File: src/rtl/easy_axi_ar_arb.sv
// easy_axi_ar_arb
//   Round-robin arbiter sharing one downstream AXI AR channel among N_MST
//   upstream masters. The winning request is captured in a single output
//   register slot; the winner index is prepended to ARID so read responses
//   can be routed back. Sustains one AR transfer per cycle.
//
// Ports
//   clk, rst_n          clock, asynchronous active-low reset
//   s_arvalid/arready   per-master AR handshake (bit i = master i)
//   s_arid, s_araddr    per-master ARID / ARADDR, master i at [i*W +: W]
//   m_arvalid/arready   downstream AR handshake (m_arvalid registered)
//   m_arid              {winner index, winner ARID}, registered
//   m_araddr            winner ARADDR, registered
module easy_axi_ar_arb #(
    parameter int N_MST  = 4,
    parameter int IDX_W  = 2,
    parameter int ID_W   = 4,
    parameter int ADDR_W = 16
) (
    input  logic                      clk,
    input  logic                      rst_n,
    input  logic [N_MST-1:0]          s_arvalid,
    output logic [N_MST-1:0]          s_arready,
    input  logic [N_MST*ID_W-1:0]     s_arid,
    input  logic [N_MST*ADDR_W-1:0]   s_araddr,
    output logic                      m_arvalid,
    input  logic                      m_arready,
    output logic [IDX_W+ID_W-1:0]     m_arid,
    output logic [ADDR_W-1:0]         m_araddr
);

    logic [IDX_W-1:0] ptr;
    logic [IDX_W-1:0] win;
    logic [IDX_W-1:0] ptr_nxt;
    logic             any;
    logic             free;

    // Slot can take a new request when empty or being drained this cycle.
    assign free = ~m_arvalid | m_arready;

    // Search ptr, ptr+1, ... wrapping at N_MST (not 2^IDX_W); first valid wins.
    always_comb begin
        int               cand;
        logic [IDX_W-1:0] cidx;
        win = '0;
        any = 1'b0;
        for (int k = 0; k < N_MST; k++) begin
            cand = int'(ptr) + k;
            if (cand >= N_MST) cand = cand - N_MST;
            cidx = cand[IDX_W-1:0];
            if (!any && s_arvalid[cidx]) begin
                any = 1'b1;
                win = cidx;
            end
        end
    end

    always_comb begin
        s_arready = '0;
        if (any && free) s_arready[win] = 1'b1;
    end

    assign ptr_nxt = (win == IDX_W'(N_MST - 1)) ? '0 : win + 1'b1;

    always_ff @(posedge clk or negedge rst_n) begin
        if (!rst_n) begin
            m_arvalid <= 1'b0;
            m_arid    <= '0;
            m_araddr  <= '0;
            ptr       <= '0;
        end else if (free) begin
            if (any) begin
                // Accept (possibly while draining): reload slot, no bubble.
                m_arvalid <= 1'b1;
                m_arid    <= {win, s_arid[win*ID_W +: ID_W]};
                m_araddr  <= s_araddr[win*ADDR_W +: ADDR_W];
                ptr       <= ptr_nxt;
            end else begin
                // Drain with nothing to replace it; payload holds.
                m_arvalid <= 1'b0;
            end
        end
    end

endmodule

File: config.mk
export PLATFORM = sky130hd
export DESIGN_NAME = easy_axi_ar_arb
export DESIGN_NICKNAME = d
export VERILOG_FILES = /design/src/rtl/easy_axi_ar_arb.sv
export SDC_FILE = /design/constraint.sdc
export NUM_CORES = 1
export LEC_CHECK = 0
export ABC_AREA = 1
export CAP_MARGIN = 10
export CELL_PAD_IN_SITES_DETAIL_PLACEMENT = 2
export CELL_PAD_IN_SITES_GLOBAL_PLACEMENT = 2
export CORE_MARGIN = 3
export CORE_UTILIZATION = 17
export DETAILED_ROUTE_END_ITERATION = 8
export PLACE_DENSITY = 0.8
export SYNTH_ARGS = -nofsm -noshare
export SYNTH_HDL_FRONTEND = slang
export SYNTH_SLANG_ARGS = --single-unit
File: constraint.sdc
create_clock -name clk -period 1.9 [get_ports clk]
set_input_delay 0.19 -clock clk [delete_from_list [all_inputs] [get_ports clk]]
set_output_delay 0.19 -clock clk [all_outputs]
set_load 0.005 [all_outputs]
==> reports/results.tsv <==
metric	value	unit
yosysUniqueCellTypes	20	
rrSetupSlack	-260	ps
yosys_register_bits	25	
multiInputGateArea	0.00129	mm2
outcome	finished with violations	
ff_latch_area	627	um2
antenna_found_initial	0	
yosys_warnings	0	
via_per_inst	4.79	
use_met2	28.4	%
final_cell_mix	nand2_1 (110), clkdlybuf4s50_1 (109), nand3_1 (60)	
cp_common_cell	buf_6	
grt_util_met3	2.59	%
initial_utilization	17.9	%
die_x	114	um
rsz0062_at_grt	yes	
p_int	4.38	mW
n_antenna_cell	0	
startpoint_type	flop	
syn_nets	396	
p_seq_share	12.3	%
cp.required	1710	ps
finClkSkew	3.21	ps
slew-limit-headroom	69.7	%
pwr-share-comb	82.2	%
arrival	2040	ps
netlist_area	0.00200	mm2
clock_path_buffers	2	
cts_max_level	1	
pwr-share-clk	5.6	%
cp_slowest_cell	dfrtp_2	
min_path_type	in2async	
grt_use_met1	19.1	%
wl	10500	um
coreArea	0.0112	mm2
antenna_left	0	
final_util	34.0	%
p_sw	4.29	mW
rr_worst_depth	14	
grt_max_degree	41	
finalNetCount	532	
critPathKind	reg2out	
insertion_delay	260	ps
crit_chain	buf_6 -> nand2_1 -> nand2_2 -> nand2_1 -> nand2_2 -> nor2_4 -> nand3_4 -> nand2_4 -> buf_6 -> buf_6 -> nor2_1 -> buf_2	
routed-via-count	2790	
cts_sinks	25	
gr-total-overflow	0	
setup_slack	-330	ps
grt_pass1_wl	16400	um
slowest_delay	500	ps
violations	setup timing	
fin_crit_sh	117	%
n_fill_cell	1300	
syn_area_per_cell	6.48	um2
grt_pass1_vias	3119	
synthCells	308	
area_growth_syn_to_layout	90.4	%
io_pins	114	
die_y	114	um
crit_family	simple AND/OR/NAND/NOR gates	
powerDensity	2280	mW/mm2
worstMarginPinSlew	454	ps
drive_above_1_share	19.6	%
drt_iter0_drc	125	
tritoncts	done	
fin_crit	2230	ps
timing.rr.end	m_araddr[11]$_DFFE_PN0P_	
setup_viol	25	
p_sw_share	49.5	%
dieArea	0.0131	mm2
p_leak	1.73	nW
num_rows	38	
wire_per_inst	18.0	um
mostFrequentLayoutCell	nand2_1	
busiest_layer	met2	
dr.pass1.iters	4	
fmax	448	MHz
ir_drop	0.860	mV
r2r_start	ptr[0]$_DFFE_PN0P_	
drc	0	
maxSlewViolCount	0	
fin_hold_ws	318	ps
place.gp.congestion	0.725	
maxCapViolations	0	
hpwl	7670	um
path_buf_inv	4	
track_usage	15.5	%
clk_pin_slew	70	ps
critPathMaxFanout	8	
crit_path_end_kind	output pin	
numCtsBuffers	3	
synth-seq-area-share	31.3	%
finalHoldViolations	0	
root_buffer	clkbuf_16	
io_buffers	113	
[stage by stage]
stage / std cells / TNS [ps] / instance area [um2] / total power, mW / worst slack, ps
floorplan: 308 / 0 / 2000 / 4.45 / 5.20
global placement: 560 / -6660 / 3350 / 6.52 / -475
detailed placement: 560 / -10100 / 3350 / 6.82 / -631
CTS: 577 / -7400 / 3650 / 8.16 / -384
global route: 583 / -10700 / 3800 / 9.56 / -553
finish: 583 / -6040 / 3800 / 8.66 / -330
[how the worst max path moves through the flow]
stage / start / to / slack, ps / cells past startpoint
floorplan: ptr[0]$_DFFE_PN0P_ / ptr[1]$_DFFE_PN0P_ / 5 / 13
global placement: s_arvalid[3] / s_arready[3] / -480 / 13
detailed placement: s_arvalid[1] / s_arready[3] / -630 / 14
CTS: ptr[0]$_DFFE_PN0P_ / s_arready[0] / -380 / 11
global route: ptr[0]$_DFFE_PN0P_ / s_arready[1] / -550 / 12
finish: ptr[0]$_DFFE_PN0P_ / s_arready[3] / -330 / 12
[layer usage]
metal | vias to the layer above | routed length (um)
met5 | - | 0
met4 | 0 | 100
met3 | 9 | 532
met2 | 75 | 5340
met1 | 1385 | 4500
li1 | 1321 | -
[power by group through the flow]
stage	registers [mW]	clock network, mW	logic [mW]
floorplan	1.02	0	3.44
global placement	1.05	0	5.47
detailed placement	1.06	0	5.76
CTS	1.07	0.506	6.59
global route	1.11	0.518	7.93
finish	1.06	0.481	7.12
[flip-flops by register name (all words and copies together), names as in the netlist]
name / count
m_araddr: 16
m_arid: 6
m_arvalid: 1
ptr: 2
[area by class of cell]
class / instances / area share, %
Clock buffer: 3 / 1.97
Inverter: 14 / 1.65
Timing Repair inverter: 1 / 0.197
Tap cell: 140 / 4.61
Clock inverter: 1 / 0.132
Multi-Input combinational cell: 244 / 33.9
Timing Repair Buffer: 155 / 41.0
Sequential cell: 25 / 16.5
[synthesized netlist by cell type]
library cell	count	area share [%]
o21ai_0	2	0.50
nand2_1	118	22
buf_4	5	1.9
nor2_4	1	0.56
nand4_1	40	13
dfrtp_1	25	31
inv_4	1	0.31
buf_6	1	0.56
buf_2	19	4.8
inv_1	10	1.9
ha_1	1	0.63
nor3_1	1	0.25
a31oi_1	1	0.31
nand3_4	2	1.8
inv_2	3	0.56
nand3_1	66	17
nand2_2	3	0.94
o21a_1	1	0.38
nand3_2	2	1.0
nor2_1	6	1.1
[timing repair]
action | CTS | global route
gates resized for setup | 51 | 22
hold buffers | 0 | 0
setup endpoints to repair | 27 | 29
pin swaps | 15 | 9
gates cloned | 1 | 2
setup buffers | 12 | 4
[cell families (layout without fill, tap and decap cells)]
| family | count (synthesis) | in the layout | synth area share, % |
|---|---|---|---|
| adder cells (fa/ha/maj) | 1 | 1 | 0.626 |
| buffers and inverters | 39 | 174 | 9.96 |
| AND/OR/NAND/NOR | 239 | 239 | 56.9 |
| AO/OA/AOI/OAI | 4 | 4 | 1.19 |
| flip-flops | 25 | 25 | 31.3 |
No activity file was read; power rests on OpenSTA's default activity.
